===== src/rtl/dac_sample_sequencer.sv =====
// Sample-rate scheduler feeding the dac modulator.
// FIFO-buffered stream, one sample per period, pop-free mute ramp.
module dac_sample_sequencer #(
  parameter int          CLK_DIV    = 256,
  parameter int          FIFO_DEPTH = 4,
  parameter logic [15:0] RAMP_STEP  = 16'h0400
) (
  input  logic                        clk,
  input  logic                        rst,
  input  logic [15:0]                 s_data,
  input  logic                        s_valid,
  output logic                        s_ready,
  input  logic                        enable,
  input  logic                        mute,
  output logic [15:0]                 dac_din,
  output logic                        sample_tick,
  output logic                        underrun,
  output logic [$clog2(FIFO_DEPTH):0] fifo_level
);

  localparam int AW = $clog2(FIFO_DEPTH);
  localparam int CW = $clog2(CLK_DIV);
  localparam logic [AW:0]   FULL    = (AW+1)'(FIFO_DEPTH);
  localparam logic [CW-1:0] CNT_MAX = CW'(CLK_DIV - 1);
  localparam logic [15:0]   MID     = 16'h8000;

  typedef enum logic [1:0] {
    IDLE,
    PLAY,
    RAMP,
    MUTED
  } state_t;

  state_t state;

  logic [15:0]   mem [FIFO_DEPTH];
  logic [AW-1:0] wr_ptr;
  logic [AW-1:0] rd_ptr;
  logic [AW:0]   count;
  logic          push;
  logic          pop;
  logic          empty;
  logic [15:0]   head;

  logic [CW-1:0] cnt;
  logic [CW-1:0] cnt_wrap;
  logic          tick;

  logic [16:0]   sub;
  logic [16:0]   add;
  logic [15:0]   ramp_next;
  logic          ramp_done;

  assign s_ready    = (count != FULL);
  assign fifo_level = count;
  assign empty      = (count == '0);
  assign head       = mem[rd_ptr];
  assign push       = s_valid && s_ready;

  // sample_tick is registered high exactly while cnt sits at its top
  assign tick = sample_tick;

  // Pops only at a tick of a running state; a push in the tick
  // cycle cannot be popped since empty comes from the registered count.
  assign pop = enable && tick && !empty && (state != IDLE);

  assign cnt_wrap = (cnt == CNT_MAX) ? '0 : cnt + CW'(1);

  // Ramp toward midscale in 17 bits, clamping exactly at MID
  always_comb begin
    sub       = {1'b0, dac_din} - {1'b0, RAMP_STEP};
    add       = {1'b0, dac_din} + {1'b0, RAMP_STEP};
    ramp_next = MID;
    if (dac_din > MID) begin
      if (!sub[16] && (sub[15:0] > MID)) begin
        ramp_next = sub[15:0];
      end
    end else begin
      if (add < {1'b0, MID}) begin
        ramp_next = add[15:0];
      end
    end
  end

  assign ramp_done = (ramp_next == MID);

  // FIFO storage; stale entries are harmless after a reset
  always_ff @(posedge clk) begin
    if (push) begin
      mem[wr_ptr] <= s_data;
    end
  end

  // FIFO pointers and occupancy
  always_ff @(posedge clk) begin
    if (rst) begin
      wr_ptr <= '0;
      rd_ptr <= '0;
      count  <= '0;
    end else begin
      if (push) begin
        wr_ptr <= wr_ptr + AW'(1);
      end
      if (pop) begin
        rd_ptr <= rd_ptr + AW'(1);
      end
      unique case ({push, pop})
        2'b10:   count <= count + (AW+1)'(1);
        2'b01:   count <= count - (AW+1)'(1);
        default: count <= count;
      endcase
    end
  end

  // Sequencer FSM with period counter and registered outputs
  always_ff @(posedge clk) begin
    if (rst) begin
      state       <= IDLE;
      cnt         <= '0;
      dac_din     <= MID;
      sample_tick <= 1'b0;
      underrun    <= 1'b0;
    end else if (!enable) begin
      state       <= IDLE;
      cnt         <= '0;
      dac_din     <= MID;
      sample_tick <= 1'b0;
      underrun    <= 1'b0;
    end else begin
      cnt         <= cnt_wrap;
      sample_tick <= (cnt_wrap == CNT_MAX);
      underrun    <= 1'b0;
      unique case (state)
        IDLE: begin
          state       <= PLAY;
          cnt         <= '0;
          sample_tick <= 1'b0;
          dac_din     <= MID;
        end
        PLAY: begin
          if (tick) begin
            if (!empty) begin
              dac_din <= head;
            end else begin
              underrun <= 1'b1;
            end
          end
          if (mute) begin
            state <= RAMP;
          end
        end
        RAMP: begin
          if (tick) begin
            dac_din <= ramp_next;
            if (ramp_done) begin
              state <= mute ? MUTED : PLAY;
            end
          end else if (dac_din == MID) begin
            state <= mute ? MUTED : PLAY;
          end
        end
        MUTED: begin
          dac_din <= MID;
          if (!mute) begin
            state <= PLAY;
          end
        end
        default: begin
          state <= IDLE;
        end
      endcase
    end
  end

endmodule


===== config.mk =====
export PLATFORM = sky130hd
export DESIGN_NAME = dac_sample_sequencer
export DESIGN_NICKNAME = d
export VERILOG_FILES = /design/src/rtl/dac_sample_sequencer.sv
export SDC_FILE = /design/constraint.sdc
export NUM_CORES = 1
export LEC_CHECK = 0
export BUFFER_PORTS_ARGS = -buffer_cell sky130_fd_sc_hd__buf_2
export CAP_MARGIN = 15
export CELL_PAD_IN_SITES_DETAIL_PLACEMENT = 2
export CELL_PAD_IN_SITES_GLOBAL_PLACEMENT = 2
export CORE_MARGIN = 5
export CORE_UTILIZATION = 42
export CTS_BUF_LIST = sky130_fd_sc_hd__clkbuf_8
export CTS_CLUSTER_SIZE = 20
export DETAILED_ROUTE_END_ITERATION = 7
export MAX_ROUTING_LAYER = met4
export PLACE_DENSITY = 0.9
export SYNTH_ARGS = -nofsm -noshare
export SYNTH_HDL_FRONTEND = slang
export SYNTH_SLANG_ARGS = --single-unit

===== constraint.sdc =====
create_clock -name clk -period 3.1 [get_ports clk]
set_input_delay 0.465 -clock clk [delete_from_list [all_inputs] [get_ports clk]]
set_output_delay 0.465 -clock clk [all_outputs]
set_load 0.005 [all_outputs]

==> summary.txt <==
CTS
  – CTS tree: yes
  – Clk_lat worst skew: 0.38 ns
  – CTS Sinks: 101
  – CTS H-tree lvls: 3
  – Clock Path Buffers: 2
  – Cts hold-fix bufs: 0
  – CTS clock-pin slew for the worst setup and hold paths: between 0.1 and 0.15 ns
  – TritonCTS Buffers: 9
  – Root buffer cell: clkbuf_8
  – Cts repair resizes: 0
  – Post-CTS Setup Bufs: 0

Setup path
  – Setup crit start: state[0]
  – CP arrival: between 3 and 4 ns
  – Worst R2R Start: state[0]
  – CP startpoint kind: register
  – CP max FO: 4
  – Worst Setup End Kind: register
  – WP data required: 3.42 ns
  – Setup CP Type: reg -> reg

Final layout
  – Final cell count without fillers: around 550
  – Share of layout cells above drive strength 1: 0.225
  – Final Cell Area: a little over 5000 um2
  – Nets@finish: 442
  – Area Growth Syn to Fin: 11.6%
  – ANT cells: 0

Route
  – First DRT Iteration DRCs: 180
  – Antenna viol nets, final: 0
  – Residual DRC: 0
  – DR pass1 iterations: 4
  – Routed WL: 13900 um
  – Vias: 3232
  – Routed len/inst: 25.3 um
  – DR vias/cell: 5.89

Logic synthesis
  – Ys Warns: 0
  – Synth Net Count: 400
  – Top post-synthesis cells by area: edfxtp_1 42%, dfxtp_1 16%, mux4_2 7.8%, ha_1 4.3%, nor2_1 2.6%
  – Yosys top cell by area: edfxtp_1
  – Asr flop ratio synth: 0
  – Post-Syn Area: 4610 um2
  – Area share of the largest cell type after synthesis: 0.416
  – Ys flop type: edfxtp_1
  – Top cells by count, synth: 64 x edfxtp_1, 37 x dfxtp_1, 32 x nor2_1
  – Mapped Cells: around 360
  – Number of synthesized register bits: 101
  – Top-count cell post-synth: edfxtp_1
  – Seq/Total Area, Yosys: 0.577
  – Post-synth EDFFs: between 60 and 70
  – Synth cell types: between 50 and 60
  – Syn Area/Cell: 12.7 um2

Floorplan
  – Core outline area: 10800 um2
  – Die area: 13200 um2
  – Die Span X: 115 um
  – Die height: about 110 um
  – Initial Util: 0.428
  – IO Pins: 43
  – Placement row count: 38

STA
  – Post-Route Setup TNS: 0 ns
  – Tcrit/Tclk final: 0.905
  – Worst slew pin tran: 0.898 ns
  – Fin. max-slew vios: 0
  – Headroom to the max-slew limit: 0.400
  – Fin. Hold Viols: 0
  – Post-layout min period: roughly 2.8 ns
  – Final setup violating endpoints: 0
  – FMAX: 356 MHz
  – RSZ-0062 raised after global routing: no
  – Skew final: between 0.015 and 0.02 ns

GRT
  – Vias in the first global route: 3607
  – GRT Total Usage: 0.227
  – First-pass GRT wire length: 21600 um
  – Overflow after GRT: 0
  – Initial antenna violation count: 0
  – Largest net degree at the start of global routing: 24

Placed design
  – RePlAce Congestion: 0.827
  – Dpl cell area: 4960 um2
  – Count of input and output buffers: 42
  – Post-DP HPWL: 9260 um
  – Placed insts: between 500 and 600

Worst hold path
  – Hold Path Class: in -> reg
  – Hold Path Origin: s_data[1]

Status
  – Status: completed

Pwr
  – Leakage power: 1.88 nW
  – VDD IR max: approximately 300 uV
  – Pwr dens: between 500 and 600 nW/um2

Flow run
  – Max Cap Violations: 0
[cells in the final DEF (no fill, tap or decap), drive strengths merged, types with 2 or more instances in the layout]
| master | netlist | routed |
|---|---|---|
| edfxtp | 64 | 64 |
| buf | 4 | 50 |
| dfxtp | 37 | 37 |
| nor2 | 32 | 32 |
| o21ai | 25 | 25 |
| nand2 | 20 | 20 |
| inv | 14 | 18 |
| mux4 | 16 | 16 |
| ha | 16 | 16 |
| and3 | 15 | 15 |
| a211oi | 13 | 13 |
| nand3 | 10 | 10 |
| a21oi | 9 | 9 |
| clkbuf | 15 | 9 |
| xor2 | 7 | 7 |
| o31ai | 5 | 5 |
| or3 | 5 | 5 |
| xnor2 | 5 | 5 |
| nand2b | 4 | 4 |
| nor3 | 3 | 3 |
| mux2i | 3 | 3 |
| nor4 | 3 | 3 |
| nand4 | 3 | 3 |
| o211ai | 3 | 3 |
| clkinv | 0 | 3 |
| nor2b | 2 | 2 |
| nand4b | 2 | 2 |
| o21a | 2 | 2 |
| nor3b | 2 | 2 |
| a221oi | 2 | 2 |
| o22ai | 2 | 2 |
| nand3b | 2 | 2 |
| a32oi | 2 | 2 |
| a31oi | 2 | 2 |
[registers in the layout (all words and copies together) (netlist names), named ones only]
register / count
cnt: 8
dac_din: 16
fifo_level: 3
mem: 64
rd_ptr: 2
sample_tick: 1
state: 2
underrun: 1
wr_ptr: 2
[path summary, 6_finish.rpt]
| check | end | depth (start not counted) | slack (ns) |
|---|---|---|---|
| max | fifo_level[2] | 9 | 0.29 |
| min | mem[0][1] | 1 | 0.30 |
| max reg2reg | fifo_level[2] | 9 | 0.29 |
| min reg2reg | cnt[0] | 1 | 0.50 |
[report_power, final]
part           switching, mW  internal (mW)
logic                  0.162         0.0932
registers             0.0334           1.48
clock network          0.521          0.314
[cell families after synthesis]
| family | synth area share |
|---|---|
| buffers and inverters | 0.0334 |
| and+or+nand+nor | 0.128 |
| adders and majority gates | 0.0477 |
| muxes | 0.0846 |
| xor gates and xnor gates | 0.0228 |
| DFF | 0.577 |
| AOI/OAI and AO/OA | 0.107 |
[metal layers]
metal  part of all wire  track usage  up-vias
met4              0.024       0.0743        0
met2               0.54        0.412       74
li1                   -            -     1451
met1               0.40        0.252     1680
met5                  0            -        -
met3              0.036       0.0421       27
[stage by stage]
step            util  setup slack, ns  total power, mW  hold WS, ns
2_1_floorplan      -            0.875             1.68        0.441
3_3_place_gp   0.459            0.707             1.76        0.459
3_5_place_dp   0.459            0.416             1.79        0.476
4_1_cts        0.477            0.360             2.63        0.288
5_1_grt        0.477            0.247             2.71        0.291
6_report       0.477            0.294             2.61        0.298
[final cells by class]
cell class | count | area (um2)
fill | 1038 | 5650
sequential | 101 | 2660
multi-input combinational | 228 | 1800
timing repair buffer | 50 | 270
tap | 140 | 175
clock buffer | 9 | 124
clock inverter | 7 | 65.1
inverter | 14 | 52.6
[critical path: stages (launching register included)]
cell and delay [ns]:
dfxtp_1 0.42, inv_1 0.12, ha_1 0.23, nor3_1 0.51, ha_1 0.32, inv_1 0.10
fa_1 0.39, xor2_1 0.17, or3_1 0.34, a21oi_1 0.14
(Power assumes the default switching activity.)
